[config.mk]
export PLATFORM = sky130hd
export DESIGN_NAME = rv_multicycle_datapath
export DESIGN_NICKNAME = d
export VERILOG_FILES = /design/src/rtl/rv_multicycle_datapath.sv
export SDC_FILE = /design/constraint.sdc
export NUM_CORES = 2
export LEC_CHECK = 0
export BUFFER_PORTS_ARGS = -buffer_cell sky130_fd_sc_hd__buf_4
export CAP_MARGIN = 25
export CORE_ASPECT_RATIO = 0.6
export CORE_UTILIZATION = 55
export CTS_CLUSTER_DIAMETER = 150
export DETAILED_ROUTE_END_ITERATION = 10
export GPL_TIMING_DRIVEN = 0
export PLACE_DENSITY_LB_ADDON = 0.05
export REMOVE_ABC_BUFFERS = 1
export SLEW_MARGIN = 20
export SYNTH_ARGS = -nofsm -noshare
export SYNTH_HDL_FRONTEND = slang
export SYNTH_SLANG_ARGS = --single-unit
[constraint.sdc]
create_clock -name clk -period 9.5 [get_ports clk]
set_input_delay 0.475 -clock clk [delete_from_list [all_inputs] [get_ports clk]]
set_output_delay 0.475 -clock clk [all_outputs]
set_load 0.03 [all_outputs]
[src/rtl/rv_multicycle_datapath.sv]
// -----------------------------------------------------------------------------
// rv_multicycle_datapath
//
// Multi-cycle RV32I/RV64I ALU datapath. Each instruction walks through
// FETCH -> DECODE -> EXECUTE -> WRITEBACK. The block owns the PC, an
// x0-hardwired register file and the IR/A/B/ALUOut holding registers. An
// external control unit decodes `ir` and drives the ALU controls.
//
// Ports:
//   clk           system clock, rising edge
//   reset         asynchronous, active-low reset
//   instr_req     instruction fetch request (registered)
//   instr_addr    fetch address, equal to the current PC
//   instr_valid   instruction data valid, completes a pending fetch
//   instr_rdata   instruction word
//   ir            latched instruction for the external decoder
//   alu_control   ALU operation select, sampled in EXECUTE
//   alu_src_imm   1: operand B is sign-extended ir[31:20]; 0: rs2 data
//   reg_write_en  write rd in WRITEBACK
//   retire        one-cycle pulse during the WRITEBACK cycle (registered)
//   busy          high in every state except FETCH (registered)
//   dbg_raddr     debug register read address
//   dbg_rdata     debug register read data (combinational, x0 reads 0)
// -----------------------------------------------------------------------------
module rv_multicycle_datapath #(
  parameter int unsigned     XLEN     = 32,
  parameter int unsigned     NREG     = 32,
  parameter logic [XLEN-1:0] RESET_PC = '0,
  parameter int unsigned     PC_STEP  = 4
) (
  input  logic                    clk,
  input  logic                    reset,
  output logic                    instr_req,
  output logic [XLEN-1:0]         instr_addr,
  input  logic                    instr_valid,
  input  logic [31:0]             instr_rdata,
  output logic [31:0]             ir,
  input  logic [3:0]              alu_control,
  input  logic                    alu_src_imm,
  input  logic                    reg_write_en,
  output logic                    retire,
  output logic                    busy,
  input  logic [$clog2(NREG)-1:0] dbg_raddr,
  output logic [XLEN-1:0]         dbg_rdata
);

  localparam int unsigned     AW      = $clog2(NREG);
  localparam int unsigned     SW      = $clog2(XLEN);
  localparam logic [XLEN-1:0] ZERO    = {XLEN{1'b0}};
  localparam logic [XLEN-1:0] ONE     = {{(XLEN-1){1'b0}}, 1'b1};
  localparam logic [XLEN-1:0] PC_INC  = XLEN'(PC_STEP);
  localparam logic [AW-1:0]   REG_X0  = {AW{1'b0}};

  // ALU operation codes
  localparam logic [3:0] OP_ADD  = 4'b0000;
  localparam logic [3:0] OP_SUB  = 4'b1000;
  localparam logic [3:0] OP_SLL  = 4'b0001;
  localparam logic [3:0] OP_SRL  = 4'b0101;
  localparam logic [3:0] OP_SRA  = 4'b1101;
  localparam logic [3:0] OP_SLT  = 4'b0010;
  localparam logic [3:0] OP_SLTU = 4'b0011;
  localparam logic [3:0] OP_XOR  = 4'b0100;
  localparam logic [3:0] OP_OR   = 4'b0110;
  localparam logic [3:0] OP_AND  = 4'b0111;

  typedef enum logic [1:0] {
    S_FETCH     = 2'd0,
    S_DECODE    = 2'd1,
    S_EXECUTE   = 2'd2,
    S_WRITEBACK = 2'd3
  } state_t;

  // ALU: unknown codes deliberately yield zero so an undecoded instruction
  // cannot leak stale operand data into the register file.
  function automatic logic [XLEN-1:0] alu_f(
    input logic [XLEN-1:0] a,
    input logic [XLEN-1:0] b,
    input logic [3:0]      op
  );
    logic [SW-1:0]   shamt;
    logic [XLEN-1:0] res;
    shamt = b[SW-1:0];
    case (op)
      OP_ADD:  res = a + b;
      OP_SUB:  res = a - b;
      OP_SLL:  res = a << shamt;
      OP_SRL:  res = a >> shamt;
      OP_SRA:  res = XLEN'($signed(a) >>> shamt);
      OP_SLT:  res = ($signed(a) < $signed(b)) ? ONE : ZERO;
      OP_SLTU: res = (a < b) ? ONE : ZERO;
      OP_XOR:  res = a ^ b;
      OP_OR:   res = a | b;
      OP_AND:  res = a & b;
      default: res = ZERO;
    endcase
    return res;
  endfunction

  state_t          state_r;
  logic [XLEN-1:0] pc_r;
  logic [31:0]     ir_r;
  logic [XLEN-1:0] a_r;
  logic [XLEN-1:0] b_r;
  logic [XLEN-1:0] alu_out_r;
  logic            req_r;
  logic            retire_r;
  logic            busy_r;
  logic [XLEN-1:0] rf_r [NREG];

  logic [AW-1:0]   rs1_s;
  logic [AW-1:0]   rs2_s;
  logic [AW-1:0]   rd_s;
  logic [XLEN-1:0] rs1_data_s;
  logic [XLEN-1:0] rs2_data_s;
  logic [XLEN-1:0] imm_s;
  logic [XLEN-1:0] opb_s;
  logic [XLEN-1:0] alu_res_s;
  logic            rf_we_s;

  // Register indices are truncated to the register-file address width.
  assign rs1_s = ir_r[15 +: AW];
  assign rs2_s = ir_r[20 +: AW];
  assign rd_s  = ir_r[7 +: AW];
  assign imm_s = {{(XLEN-12){ir_r[31]}}, ir_r[31:20]};

  // Register-file read ports; x0 is forced to zero on every read.
  always_comb begin
    rs1_data_s = ZERO;
    rs2_data_s = ZERO;
    dbg_rdata  = ZERO;
    if (rs1_s == REG_X0) begin
      rs1_data_s = ZERO;
    end else begin
      rs1_data_s = rf_r[rs1_s];
    end
    if (rs2_s == REG_X0) begin
      rs2_data_s = ZERO;
    end else begin
      rs2_data_s = rf_r[rs2_s];
    end
    if (dbg_raddr == REG_X0) begin
      dbg_rdata = ZERO;
    end else begin
      dbg_rdata = rf_r[dbg_raddr];
    end
  end

  // Operand B select and ALU evaluation for the EXECUTE step.
  always_comb begin
    opb_s = b_r;
    if (alu_src_imm) begin
      opb_s = imm_s;
    end else begin
      opb_s = b_r;
    end
    alu_res_s = alu_f(a_r, opb_s, alu_control);
  end

  // Register-file write enable: only in WRITEBACK, never to x0.
  always_comb begin
    rf_we_s = 1'b0;
    if ((state_r == S_WRITEBACK) && reg_write_en && (rd_s != REG_X0)) begin
      rf_we_s = 1'b1;
    end else begin
      rf_we_s = 1'b0;
    end
  end

  // Register file storage; cleared by reset so a fresh start reads all zero.
  always_ff @(posedge clk or negedge reset) begin
    if (!reset) begin
      for (int i = 0; i < int'(NREG); i++) begin
        rf_r[i] <= ZERO;
      end
    end else if (rf_we_s) begin
      rf_r[rd_s] <= alu_out_r;
    end
  end

  // Control FSM plus PC/IR/A/B/ALUOut and the registered handshake outputs.
  // The outputs are loaded with the values that belong to the next state so
  // they are glitch-free and line up with that state's cycle.
  always_ff @(posedge clk or negedge reset) begin
    if (!reset) begin
      state_r   <= S_FETCH;
      pc_r      <= RESET_PC;
      ir_r      <= 32'h0000_0000;
      a_r       <= ZERO;
      b_r       <= ZERO;
      alu_out_r <= ZERO;
      req_r     <= 1'b0;
      retire_r  <= 1'b0;
      busy_r    <= 1'b0;
    end else begin
      case (state_r)
        S_FETCH: begin
          // The request first rises one edge after reset; a fetch only
          // completes while the request is actually visible.
          req_r    <= 1'b1;
          retire_r <= 1'b0;
          busy_r   <= 1'b0;
          if (req_r && instr_valid) begin
            ir_r    <= instr_rdata;
            req_r   <= 1'b0;
            busy_r  <= 1'b1;
            state_r <= S_DECODE;
          end
        end
        S_DECODE: begin
          a_r     <= rs1_data_s;
          b_r     <= rs2_data_s;
          state_r <= S_EXECUTE;
        end
        S_EXECUTE: begin
          alu_out_r <= alu_res_s;
          retire_r  <= 1'b1;
          state_r   <= S_WRITEBACK;
        end
        S_WRITEBACK: begin
          // PC wraps silently at 2^XLEN. Raising the request here lets
          // back-to-back fetches run at four cycles per instruction.
          pc_r     <= pc_r + PC_INC;
          retire_r <= 1'b0;
          busy_r   <= 1'b0;
          req_r    <= 1'b1;
          state_r  <= S_FETCH;
        end
        default: begin
          state_r  <= S_FETCH;
          req_r    <= 1'b0;
          retire_r <= 1'b0;
          busy_r   <= 1'b0;
        end
      endcase
    end
  end

  assign instr_req  = req_r;
  assign instr_addr = pc_r;
  assign ir         = ir_r;
  assign retire     = retire_r;
  assign busy       = busy_r;

endmodule

==> flow_results.xml <==
<?xml version="1.0" encoding="UTF-8"?>
<metrics>
  <group name="yosys">
    <metric name="ys_dominant_reg_cell" unit="">dfrtp_1</metric>
    <metric name="asyncSetResetFlopFracSynth" unit="%">100</metric>
    <metric name="ys_seq_elements" unit="">1187</metric>
    <metric name="synth_top_area_share" unit="%">38.5</metric>
    <metric name="dominant_cell_by_count_in_the_synthesized_netlist" unit="">dfrtp_1</metric>
    <metric name="yosys.cell_types.count" unit="">85</metric>
    <metric name="netlist_top_cells_count" unit="">1187 x dfrtp_1, 1122 x mux2_2, 724 x mux4_2, 449 x clkbuf_1, 375 x mux2i_1</metric>
    <metric name="number_of_enable_flip_flop_cells_after_synthesis" unit="">0</metric>
    <metric name="synthTopCellsByArea" unit="">dfrtp_1 38%, mux4_2 21%, mux2_2 16%</metric>
    <metric name="ys_warn_count" unit="">0</metric>
    <metric name="synthesis.area" unit="um2">77200</metric>
    <metric name="synth_area_per_cell" unit="um2">12.7</metric>
    <metric name="yosysTopAreaCell" unit="">dfrtp_1</metric>
    <metric name="synth-seq-area-share" unit="%">38.5</metric>
    <metric name="syn-instance-count" unit="">6100</metric>
  </group>
  <group name="clock_tree">
    <metric name="hold_buffers" unit="">33</metric>
    <metric name="clock_tree_from_tritoncts" unit="">built</metric>
    <metric name="postCtsSetupRepairBufs" unit="">0</metric>
    <metric name="tritoncts.num_buffers" unit="">117</metric>
    <metric name="clkSlewWorstSetupHoldPaths" unit="ns">0.06</metric>
    <metric name="clock_tree.htree_level_count" unit="">3</metric>
    <metric name="cts.repair.resized" unit="">0</metric>
    <metric name="worst_skew_pair.late_latency" unit="ns">0.78</metric>
    <metric name="clock_tree.buffer_depth" unit="">3</metric>
    <metric name="cts.sink_count" unit="">1187</metric>
    <metric name="clock-root-buffer" unit="">clkbuf_16</metric>
  </group>
  <group name="routing">
    <metric name="wl_per_cell" unit="um">35.9</metric>
    <metric name="drt-vias-per-instance" unit="">7.37</metric>
    <metric name="vias" unit="">58299</metric>
    <metric name="finalWirelength" unit="mm">284</metric>
    <metric name="final_antenna_net_count" unit="">0</metric>
    <metric name="first_iter_violations" unit="">7440</metric>
    <metric name="detailedRoute.firstPassIterationCount" unit="">6</metric>
    <metric name="post-route-drc-count" unit="">0</metric>
  </group>
  <group name="setup_path">
    <metric name="timing.reg2reg.worst_path_depth" unit="">18</metric>
    <metric name="worstSetupStartpointType" unit="">flip-flop</metric>
    <metric name="timing.critical_path.fanout_max" unit="">58</metric>
    <metric name="cp_data_arrival_time" unit="ns">7.69</metric>
    <metric name="nature_of_the_critical_path_endpoint" unit="">flip-flop</metric>
    <metric name="critical_path_required" unit="ns">10.11</metric>
    <metric name="worst-setup-path-type" unit="">reg -&gt; reg</metric>
  </group>
  <group name="die">
    <metric name="rows" unit="">106</metric>
    <metric name="fp.coreArea" unit="um2">139000</metric>
    <metric name="floorplan.initialDensity" unit="%">55.4</metric>
    <metric name="die_area" unit="um2">142000</metric>
    <metric name="dieWidth" unit="um">486</metric>
    <metric name="floorplan.die.height" unit="um">292</metric>
    <metric name="io_pins" unit="">145</metric>
  </group>
  <group name="global_routing">
    <metric name="grt_antenna_before_repair" unit="">6</metric>
    <metric name="track_usage" unit="%">40.2</metric>
    <metric name="grt_pass1_vias" unit="">56917</metric>
    <metric name="grt_start_max_net_pins" unit="">145</metric>
    <metric name="grt_pass1_wl" unit="mm">416</metric>
    <metric name="grt.overflow.total" unit="">0</metric>
  </group>
  <group name="place">
    <metric name="gpl_wtd_cong" unit="">0.997</metric>
    <metric name="hpwl_after_detailed_placement" unit="mm">189</metric>
    <metric name="pre_cts_slack" unit="ns">2.71</metric>
    <metric name="place_area" unit="um2">83000</metric>
    <metric name="port_buffers" unit="">142</metric>
  </group>
  <group name="power_and_ir_drop">
    <metric name="cellPowerDensity" unit="nW/um2">275</metric>
    <metric name="irDropWorstVdd" unit="uV">196</metric>
    <metric name="power.total" unit="mW">24.1</metric>
    <metric name="power_leakage" unit="nW">38.7</metric>
  </group>
  <group name="cells_and_area">
    <metric name="drive_gt1_share" unit="%">41.4</metric>
    <metric name="nets" unit="">6121</metric>
    <metric name="layout-area-overhead-vs-synth" unit="%">13.5</metric>
    <metric name="layout.filler_cells" unit="">10650</metric>
    <metric name="layout.cell_area.non_filler" unit="um2">87600</metric>
    <metric name="final_core_utilization" unit="%">62.9</metric>
  </group>
  <group name="timing">
    <metric name="layout_worst_path_cycle_share" unit="%">74.4</metric>
    <metric name="final.setup_skew" unit="ns">0.0400</metric>
    <metric name="final_max_slew_viol_count" unit="">0</metric>
    <metric name="fin_worst_hold_slack" unit="ns">0.111</metric>
    <metric name="rsz0062_at_grt" unit="">false</metric>
    <metric name="slew_headroom" unit="%">21.8</metric>
    <metric name="worst_pin_slew" unit="ns">1.16</metric>
    <metric name="clock.fmax" unit="MHz">141</metric>
    <metric name="timing.final.ws_setup" unit="ns">2.43</metric>
    <metric name="setup_failing_eps_final" unit="">0</metric>
    <metric name="hold_violations" unit="">0</metric>
    <metric name="min_period" unit="ns">7.07</metric>
  </group>
  <group name="min_path">
    <metric name="min-delay-path-class" unit="">in -&gt; reg</metric>
    <metric name="worst_hold_path.num_cells" unit="">4</metric>
  </group>
  <group name="flow_run">
    <metric name="maxCapViolations" unit="">0</metric>
  </group>
  <group name="outcome">
    <metric name="status" unit="">finished clean</metric>
  </group>
</metrics>
-- cell type report --
cell class                      instances  area, um2  area share (%)
Sequential cell                      1187      29800            34.0
Tap cell                             1836       2300            2.62
Antenna cell                            4       10.0          0.0114
Inverter                              135        515           0.588
Multi-Input combinational cell       4124      44800            51.2
Clock buffer                          159       3270            3.73
Timing Repair Buffer                  405       6150            7.02
Clock inverter                         57        798           0.911
-- state kept, by name, indices dropped and copies added (netlist names) --
register / cells
rf_r: 1024
ir: 32
state_r: 2
busy: 1
alu_out_r: 32
a_r: 32
instr_req: 1
retire: 1
b_r: 32
instr_addr: 30
-- placed cells by master, fill, tap and decap left out, types with 36 or more instances in the layout --
cell,synthesis,final
mux2i_1,375,374
buf_12,0,47
xnor2_1,41,41
ha_1,103,102
nor3_1,71,71
clkbuf_16,0,118
o22ai_1,172,172
a21oi_1,357,357
mux2_2,1122,1122
o221ai_1,98,98
mux4_2,724,724
a211oi_1,38,36
nand2_1,200,187
nor2_1,244,230
dfrtp_1,1187,1168
o21ai_0,165,164
buf_4,4,143
inv_1,132,127
buf_16,0,109
-- metrics by stage --
step	cells	setup TNS (ns)
5_1_grt	7903	0
3_5_place_dp	7639	0
3_3_place_gp	7424	-
6_report	7907	0
4_1_cts	7888	0
2_1_floorplan	5446	-983.20
-- power by group --
part           internal, mW  switching (mW)  total, mW
Clock                  2.90            2.19       5.09
Combinational          4.79            7.00       11.8
Sequential             5.85            1.40       7.24
-- routing by layer --
layer	part of all wire, %	GRT usage (%)	vias to the layer above
li1	-	-	23477
met1	42	59.3	30725
met2	42	55.9	3460
met3	11	11.8	631
met4	4.1	14.7	6
met5	0.044	0.506	-
-- final timing paths --
path,start,end,slack (ns)
setup reg to reg,ir[20],alu_out_r[28],2.43
setup / recovery,ir[20],alu_out_r[28],2.43
max in group asynchronous,reset,rf_r[578],6.77
hold / removal,instr_valid,state_r[0],0.11
hold reg to reg,rf_r[1014],rf_r[1014],0.42
min in group asynchronous,reset,rf_r[979],0.30
-- cell families after synthesis --
| logic type | synth area share [%] |
|---|---|
| fa+ha+maj | 1.72 |
| mux | 42.4 |
| simple gates | 3.78 |
| buf+inv | 3.97 |
| other cells | 0.00486 |
| compound gates | 9.05 |
| flops | 38.5 |
| xor+xnor | 0.590 |
-- worst max-delay path: stages (launching register included) --
cell and delay, ns:
dfrtp_4 0.66, buf_12 0.26, buf_12 0.25, buf_16 0.29
mux2i_4 0.29, inv_4 0.60, ha_1 0.31, inv_1 0.07
fa_1 0.44, nor2b_1 0.17, o211ai_1 0.36, a32oi_1 0.32
a221oi_1 0.78, o41ai_2 0.31, a21boi_1 0.58, o21ai_1 0.41
a21oi_1 0.34, mux2i_1 0.27, o21ai_1 0.09
Power figures use the tool's default switching activity.
